File: config.mk
export PLATFORM = sky130hd
export DESIGN_NAME = mips_mc_control
export DESIGN_NICKNAME = d
export VERILOG_FILES = /design/src/rtl/mips_pkg.sv /design/src/rtl/mips_mc_outdec.sv /design/src/rtl/mips_mc_control.sv
export SDC_FILE = /design/constraint.sdc
export NUM_CORES = 1
export LEC_CHECK = 0
export CAP_MARGIN = 25
export CORE_AREA = 2 2 91 93
export DETAILED_ROUTE_END_ITERATION = 8
export DIE_AREA = 0 0 93 95
export PLACE_DENSITY = 0.6
export SLEW_MARGIN = 20
export SYNTH_ARGS = -nofsm -noshare
export SYNTH_HDL_FRONTEND = slang
export SYNTH_HIERARCHICAL = 1
export SYNTH_SLANG_ARGS = --single-unit
File: constraint.sdc
create_clock -name clock -period 8.15 [get_ports clock]
set_input_delay 1.2225 -clock clock [delete_from_list [all_inputs] [get_ports clock]]
set_output_delay 1.2225 -clock clock [all_outputs]
set_load 0.02 [all_outputs]
File: src/rtl/mips_pkg.sv
// Shared encodings for the multicycle MIPS control path: opcodes, mux selects, FSM states
// and the packed control word driven by the state decoder.
package mips_pkg;

  localparam logic [5:0] OP_RTYPE = 6'd0;
  localparam logic [5:0] OP_J     = 6'd2;
  localparam logic [5:0] OP_BEQ   = 6'd4;
  localparam logic [5:0] OP_ADDI  = 6'd8;
  localparam logic [5:0] OP_LW    = 6'd35;
  localparam logic [5:0] OP_SW    = 6'd43;

  localparam logic [1:0] ALUOP_ADD   = 2'b00;
  localparam logic [1:0] ALUOP_SUB   = 2'b01;
  localparam logic [1:0] ALUOP_FUNCT = 2'b10;

  localparam logic [1:0] SRCB_B       = 2'b00;
  localparam logic [1:0] SRCB_FOUR    = 2'b01;
  localparam logic [1:0] SRCB_IMM     = 2'b10;
  localparam logic [1:0] SRCB_IMM_SL2 = 2'b11;

  localparam logic [1:0] PCSRC_ALU    = 2'b00;
  localparam logic [1:0] PCSRC_ALUOUT = 2'b01;
  localparam logic [1:0] PCSRC_JUMP   = 2'b10;

  typedef enum logic [3:0] {
    FETCH    = 4'd0,
    DECODE   = 4'd1,
    MEM_ADDR = 4'd2,
    MEM_RD   = 4'd3,
    MEM_WB   = 4'd4,
    MEM_WR   = 4'd5,
    RTYPE_EX = 4'd6,
    RTYPE_WB = 4'd7,
    ADDI_EX  = 4'd8,
    ADDI_WB  = 4'd9,
    BRANCH   = 4'd10,
    JUMP     = 4'd11
  } state_t;

  typedef struct packed {
    logic       pc_write;
    logic       pc_write_cond;
    logic       i_or_d;
    logic       mem_read;
    logic       mem_write;
    logic       ir_write;
    logic       mem_to_reg;
    logic       reg_dst;
    logic       reg_write;
    logic       alu_src_a;
    logic [1:0] alu_src_b;
    logic [1:0] alu_op;
    logic [1:0] pc_source;
    logic       instr_done;
  } ctrl_t;

endpackage

File: src/rtl/mips_mc_outdec.sv
// Combinational state-to-control-word decode. Memory-state strobes that commit
// (IR/PC load, store completion) are qualified by mem_ready; reset forces an all-zero word.
module mips_mc_outdec
  import mips_pkg::*;
(
  input  state_t state,
  input  logic   mem_ready,
  input  logic   reset,
  output ctrl_t  ctrl
);

  always_comb begin
    ctrl = '0;
    case (state)
      FETCH: begin
        ctrl.mem_read  = 1'b1;
        ctrl.alu_src_b = SRCB_FOUR;
        ctrl.alu_op    = ALUOP_ADD;
        ctrl.pc_source = PCSRC_ALU;
        ctrl.ir_write  = mem_ready;
        ctrl.pc_write  = mem_ready;
      end
      DECODE: begin
        ctrl.alu_src_b = SRCB_IMM_SL2;
        ctrl.alu_op    = ALUOP_ADD;
      end
      MEM_ADDR, ADDI_EX: begin
        ctrl.alu_src_a = 1'b1;
        ctrl.alu_src_b = SRCB_IMM;
        ctrl.alu_op    = ALUOP_ADD;
      end
      MEM_RD: begin
        ctrl.mem_read = 1'b1;
        ctrl.i_or_d   = 1'b1;
      end
      MEM_WB: begin
        ctrl.reg_write  = 1'b1;
        ctrl.mem_to_reg = 1'b1;
        ctrl.instr_done = 1'b1;
      end
      MEM_WR: begin
        ctrl.mem_write  = 1'b1;
        ctrl.i_or_d     = 1'b1;
        ctrl.instr_done = mem_ready;
      end
      RTYPE_EX: begin
        ctrl.alu_src_a = 1'b1;
        ctrl.alu_src_b = SRCB_B;
        ctrl.alu_op    = ALUOP_FUNCT;
      end
      RTYPE_WB: begin
        ctrl.reg_write  = 1'b1;
        ctrl.reg_dst    = 1'b1;
        ctrl.instr_done = 1'b1;
      end
      ADDI_WB: begin
        ctrl.reg_write  = 1'b1;
        ctrl.instr_done = 1'b1;
      end
      BRANCH: begin
        ctrl.alu_src_a     = 1'b1;
        ctrl.alu_src_b     = SRCB_B;
        ctrl.alu_op        = ALUOP_SUB;
        ctrl.pc_write_cond = 1'b1;
        ctrl.pc_source     = PCSRC_ALUOUT;
        ctrl.instr_done    = 1'b1;
      end
      JUMP: begin
        ctrl.pc_write   = 1'b1;
        ctrl.pc_source  = PCSRC_JUMP;
        ctrl.instr_done = 1'b1;
      end
      default: ctrl = '0;
    endcase
    if (reset) ctrl = '0;
  end

endmodule

File: src/rtl/mips_mc_control.sv
// Multicycle MIPS control FSM: sequences fetch/decode/execute/memory/writeback,
// stalls on mem_ready, flags illegal opcodes and counts retired instructions.
module mips_mc_control
  import mips_pkg::*;
#(
  parameter int CNT_W = 32
) (
  input  logic             clock,
  input  logic             reset,
  input  logic [5:0]       opcode,
  input  logic             mem_ready,
  output logic             pc_write,
  output logic             pc_write_cond,
  output logic             i_or_d,
  output logic             mem_read,
  output logic             mem_write,
  output logic             ir_write,
  output logic             mem_to_reg,
  output logic             reg_dst,
  output logic             reg_write,
  output logic             alu_src_a,
  output logic [1:0]       alu_src_b,
  output logic [1:0]       alu_op,
  output logic [1:0]       pc_source,
  output logic             instr_done,
  output logic             illegal_op,
  output logic [CNT_W-1:0] retired
);

  state_t           state;
  ctrl_t            ctrl;
  logic             illegal_q;
  logic [CNT_W-1:0] retired_q;

  mips_mc_outdec u_outdec (
    .state     (state),
    .mem_ready (mem_ready),
    .reset     (reset),
    .ctrl      (ctrl)
  );

  always_ff @(posedge clock) begin
    if (reset) begin
      state     <= FETCH;
      retired_q <= '0;
      illegal_q <= 1'b0;
    end else begin
      if (ctrl.instr_done) retired_q <= retired_q + CNT_W'(1);
      case (state)
        FETCH:    if (mem_ready) state <= DECODE;
        DECODE: begin
          case (opcode)
            OP_RTYPE:     state <= RTYPE_EX;
            OP_LW, OP_SW: state <= MEM_ADDR;
            OP_BEQ:       state <= BRANCH;
            OP_J:         state <= JUMP;
            OP_ADDI:      state <= ADDI_EX;
            default: begin
              // Unknown opcode: abandon the instruction, keep running.
              state     <= FETCH;
              illegal_q <= 1'b1;
            end
          endcase
        end
        MEM_ADDR: state <= (opcode == OP_LW) ? MEM_RD : MEM_WR;
        MEM_RD:   if (mem_ready) state <= MEM_WB;
        MEM_WR:   if (mem_ready) state <= FETCH;
        RTYPE_EX: state <= RTYPE_WB;
        ADDI_EX:  state <= ADDI_WB;
        default:  state <= FETCH;
      endcase
    end
  end

  assign pc_write      = ctrl.pc_write;
  assign pc_write_cond = ctrl.pc_write_cond;
  assign i_or_d        = ctrl.i_or_d;
  assign mem_read      = ctrl.mem_read;
  assign mem_write     = ctrl.mem_write;
  assign ir_write      = ctrl.ir_write;
  assign mem_to_reg    = ctrl.mem_to_reg;
  assign reg_dst       = ctrl.reg_dst;
  assign reg_write     = ctrl.reg_write;
  assign alu_src_a     = ctrl.alu_src_a;
  assign alu_src_b     = ctrl.alu_src_b;
  assign alu_op        = ctrl.alu_op;
  assign pc_source     = ctrl.pc_source;
  assign instr_done    = ctrl.instr_done;
  // Registered status is masked so every output reads zero while reset is held.
  assign illegal_op    = illegal_q & ~reset;
  assign retired       = reset ? '0 : retired_q;

endmodule
# Word-level counts from Yosys, hierarchy flattened
# Index checks and enable logic that the tools add are counted.
# totals
regBits	37
in_bits	9
output_inout_bits	50
wordCells	59
# classes
n_addsub	1
n_eq_ne	19
n_mux	21
bitwise	3
n_reduce_logical	12
# ops
cell	count
$pmux W4 S5	2
$add A32 B1 Y32 const B	1
$mux W32	1
$pmux W4 S7	1
$mux W17	1
$eq A4 B3 Y1 const B	4
$eq A4 B4 Y1 const B	4
$eq A6 B6 Y1 const B	2
$mux W4	3
$mux W1	9
$eq A4 B2 Y1 const B	2
$reduce_or A2 Y1	4
$eq A6 B2 Y1 const B	1
$eq A6 B3 Y1 const B	1
$eq A6 B4 Y1 const B	1
$logic_not A6 Y1	1
$ne A2 B2 Y1 const B	3
$reduce_or A6 Y1	1
$reduce_or A5 Y1	1
$eq A4 B1 Y1 const B	1
$logic_not A4 Y1	1
$pmux W1 S2	2
$pmux W2 S2	1
$reduce_or A4 Y1	1
6 further kinds	7

# Depth between registers and ports, before layout
# logic_depth
ltp_word	4
depth_mapped	10
depth_no_buf	7

# Cells and area by module
# The synthesis kept the hierarchy.
# by_module_without_submodules
mod	instances	cells_per_inst	area_per_inst_um2	seq_area_each_um2
mips_mc_control	1	254	2039.5	740.7
mips_mc_outdec	1	39	244.0	0.0

# Worst setup path after synthesis
# No wires, ideal clock.
# synth_timing
path_kind	input to register
from	in mem_ready
to	reg retired_q[27]
setup_ps	123
arrival_ps	3576
required_ps	8027
slack_ps	4450
stages	9
path_buffers	2
cell_sequence	nor3b_1 > o32a_1 > nor2_1 > and4_4 > or4b_1 > buf_2 > buf_6 > nor3_1 > mux2_1
# synth_between
elab_chain_len	2
# synth_rtl
item	line_no	text
start: declaration	mips_mc_control.sv:11	input logic mem_ready,
$pmux W1 S2	mips_mc_outdec.sv:14	case (state)
$mux W17	mips_mc_outdec.sv:75	if (reset) ctrl = '0;
net instr_done	mips_mc_control.sv:25	output logic instr_done,
end signal: assignment	mips_mc_control.sv:48	if (ctrl.instr_done) retired_q <= retired_q + CNT_W'(1);
end: declaration	mips_mc_control.sv:33	logic [CNT_W-1:0] retired_q;
# The timed path passes the listed nets, and every way through them passes these cells.
# A chain may end at the register's enable or synchronous reset.

# Final worst setup path
# layout_timing
from	in mem_ready
to	out instr_done
# layout_between
elab_chain_len	2
# layout_rtl
item	line_no
$pmux W1 S2	mips_mc_outdec.sv:14
$mux W17	mips_mc_outdec.sv:75
end: declaration	mips_mc_control.sv:25
# No other way between the ends.

==> out/results.ini <==
[synthesis]
total_of_flip_flops_plus_latches_after_synthesis=37
yosysWarnings=6
synthDistinctLibCells=53
synth_cells=293
number_of_flops_mapped_to_enable_cells_by_yosys=0
ys_seq_area_frac=0.324
postSynthNetCount=303
post_synth_main_area_contributors=sky130_fd_sc_hd__dfxtp_1 (32%), sky130_fd_sc_hd__nor2_1 (7.7%), sky130_fd_sc_hd__nor2b_1 (7.7%)
netlist.area_leader.share=0.324
synth_area_per_cell_um2=7.79
synth_ff_type=sky130_fd_sc_hd__dfxtp_1
post_synth_instance_area_um2=2280
synth_area_leader_cell=sky130_fd_sc_hd__dfxtp_1
async_flop_share=0

[worst_hold_path]
worst_hold_startpoint=retired_q[30]
worstHoldPathType=flip-flop to flip-flop

[sta]
final.setup_skew_ps=2.74
finalMaxSlewViolations=0
final-hold-violation-count=0
timing.hold.ws_ps=483
worst_slew_margin_rel=0.490
timing.final.crit_share=0.561
timing.fmax_mhz=219
finalSetupTns_ps=0
finalCriticalPeriod_ps=4580
setup-violations-final=0
postLayoutSetupSlackWorst_ps=3570
grt_setup_unrepaired=false
timing_worst_slew_pin_value_ps=765

[cts]
cts_post_setup_buffers_inserted=0
clk_pin_slew_worst_paths_ps=70
worstSkewPairLatency_ps=280
cts_tree=yes
cts.sinks=37
maximum_buffer_depth_of_the_clock_tree=2
htree_num_levels=2
cts_root_buf=sky130_fd_sc_hd__clkbuf_8
cts_made_buffers=5
holdBufCountCts=0
post_cts_resize_count=0

[global_routing]
gr-usage-all-layers=0.124
grt_antenna_before_repair=0
grt_start_max_net_pins=81
grt_pass1_vias=1989
grt_pass1_wl_um=8940
grt-ovfl-total=0

[worst_setup_path]
r2r.worst_path.cells=7
worst-endpoint-required_ps=6930
timing.reg2reg.setup_slack_ps=4670
timing.critical_path.from=mem_ready
criticalPathCategory=input pin to output port
worst_setup_path_start_kind=input pin
cp_max_fo=8
worst_setup_path_endpoint=instr_done
endpoint_kind=output port
arrival_time_of_the_worst_setup_path_ps=3350
crit-reg2reg-launch=state[1]
timing.rr.end=retired_q[25]

[final_layout]
nets=350
layout-area-overhead-vs-synth_pct=32.1
postLayoutCoreUtil=0.380
num_antenna_cells=0
drive_above_1_share=0.0821

[routing]
post-route-drc-count=0
drt-vias-per-instance=4.86
drt_first_pass_iters=4
postRouteAntennaNets=0
drt-initial-drc-count=87
vias=2169
routed_wl_um=5300
wire_per_inst_um=11.9

[place]
pre_cts_slack_ps=3560
globalplace.congestion=0.777
io_buffer_count=58
dp.final_hpwl_um=3700

[floorplan]
die_y_um=95
core.rowCount=33
io-pin-count=59
start_util=0.288
core_um2=7930
total_die_area_um2=8840
floorplan.die.width_um=93

[pwr]
total_leakage_power_nw=0.980
peak_supply_drop_v=0.0000523
report.power.total_uw=378
pwr_density_cell_nw_per_um2=125

[run_status]
status=complete, no violations

[flow_run]
max-cap-violations=0

==> cell families after synthesis <==
kind of cell	share of synthesized area
compound gates	0.0992
simple gates	0.382
buf+inv	0.0614
flops	0.324
xor+xnor	0.0499
mux	0.0778
fa+ha+maj	0.00548
==> registers in the layout, summed over array words and instances (netlist names) <==
name       flops
illegal_q      1
state          4
retired_q     32
==> report_power, final <==
group | total [mW] | switching [mW] | leakage [nW] | internal [mW]
clock | 0.164 | 0.0646 | 0.0585 | 0.0998
combinational | 0.0291 | 0.0165 | 0.623 | 0.0125
sequential | 0.184 | 0.00257 | 0.298 | 0.182
==> layer usage <==
metal  part of all wire  track usage  up-vias
met2               0.46        0.204       44
met1               0.47        0.161     1006
met5                  0            0        -
met4              0.012       0.0368        0
li1                   -            -     1114
met3              0.049       0.0311        5
==> metrics by stage <==
step                cells  area, um2
detailed placement    438       2900
global route          446       3020
global placement      438       2900
floorplan             293       2280
CTS                   446       3020
finish                446       3020
==> worst max-delay path, cell delays in order <==
cell and delay [ps]:
sky130_fd_sc_hd__clkdlybuf4s50_1 630, sky130_fd_sc_hd__nor3b_1 90, sky130_fd_sc_hd__o32a_1 320, sky130_fd_sc_hd__nor2_1 380, sky130_fd_sc_hd__clkdlybuf4s50_1 700
==> cells in the mapped netlist, types with 4 or more instances <==
cell type and number:
sky130_fd_sc_hd__or3_1 9, sky130_fd_sc_hd__nand2_1 9, sky130_fd_sc_hd__nor4_1 9, sky130_fd_sc_hd__inv_1 11, sky130_fd_sc_hd__nand3_1 9, sky130_fd_sc_hd__nor2_1 47
sky130_fd_sc_hd__nor4b_1 4, sky130_fd_sc_hd__nand2b_1 5, sky130_fd_sc_hd__nand4_1 4, sky130_fd_sc_hd__nor2b_1 28, sky130_fd_sc_hd__xnor2_1 6, sky130_fd_sc_hd__buf_1 4
sky130_fd_sc_hd__xor2_1 7, sky130_fd_sc_hd__buf_2 4, sky130_fd_sc_hd__dfxtp_1 37, sky130_fd_sc_hd__mux2_2 12, sky130_fd_sc_hd__a21oi_1 11, sky130_fd_sc_hd__nor3_1 17
sky130_fd_sc_hd__clkbuf_1 7, sky130_fd_sc_hd__o21ai_0 10
==> cells in the final DEF, fill, tap and decap left out, types with 4 or more instances in the layout <==
master | Yosys | layout
sky130_fd_sc_hd__clkdlybuf4s50_1 | 0 | 57
sky130_fd_sc_hd__nor2_1 | 47 | 47
sky130_fd_sc_hd__dfxtp_1 | 37 | 37
sky130_fd_sc_hd__nor2b_1 | 28 | 28
sky130_fd_sc_hd__nor3_1 | 17 | 17
sky130_fd_sc_hd__mux2_2 | 12 | 12
sky130_fd_sc_hd__inv_1 | 11 | 11
sky130_fd_sc_hd__a21oi_1 | 11 | 11
sky130_fd_sc_hd__o21ai_0 | 10 | 10
sky130_fd_sc_hd__nand3_1 | 9 | 9
sky130_fd_sc_hd__or3_1 | 9 | 9
sky130_fd_sc_hd__nor4_1 | 9 | 9
sky130_fd_sc_hd__nand2_1 | 9 | 9
sky130_fd_sc_hd__xor2_1 | 7 | 7
sky130_fd_sc_hd__xnor2_1 | 6 | 6
sky130_fd_sc_hd__clkbuf_8 | 0 | 6
sky130_fd_sc_hd__nand2b_1 | 5 | 5
sky130_fd_sc_hd__nor4b_1 | 4 | 4
sky130_fd_sc_hd__nand4_1 | 4 | 4
==> how the worst min path moves through the flow <==
stage,depth (start not counted),to,slack [ps]
final,2,retired_q[30],480
after global routing,2,retired_q[30],530
after CTS,2,retired_q[30],490
after detailed placement,2,retired_q[30],480
after global placement,2,retired_q[30],460
after floorplan,2,retired_q[30],450
==> layout make-up <==
cell class	count	area, um2
fill	842	4910
multi-input combinational	226	1400
sequential	37	741
timing repair buffer	59	583
tap	105	131
clock buffer	7	86.3
inverter	11	41.3
clock inverter	1	30.0
Power figures use the tool's default switching activity.
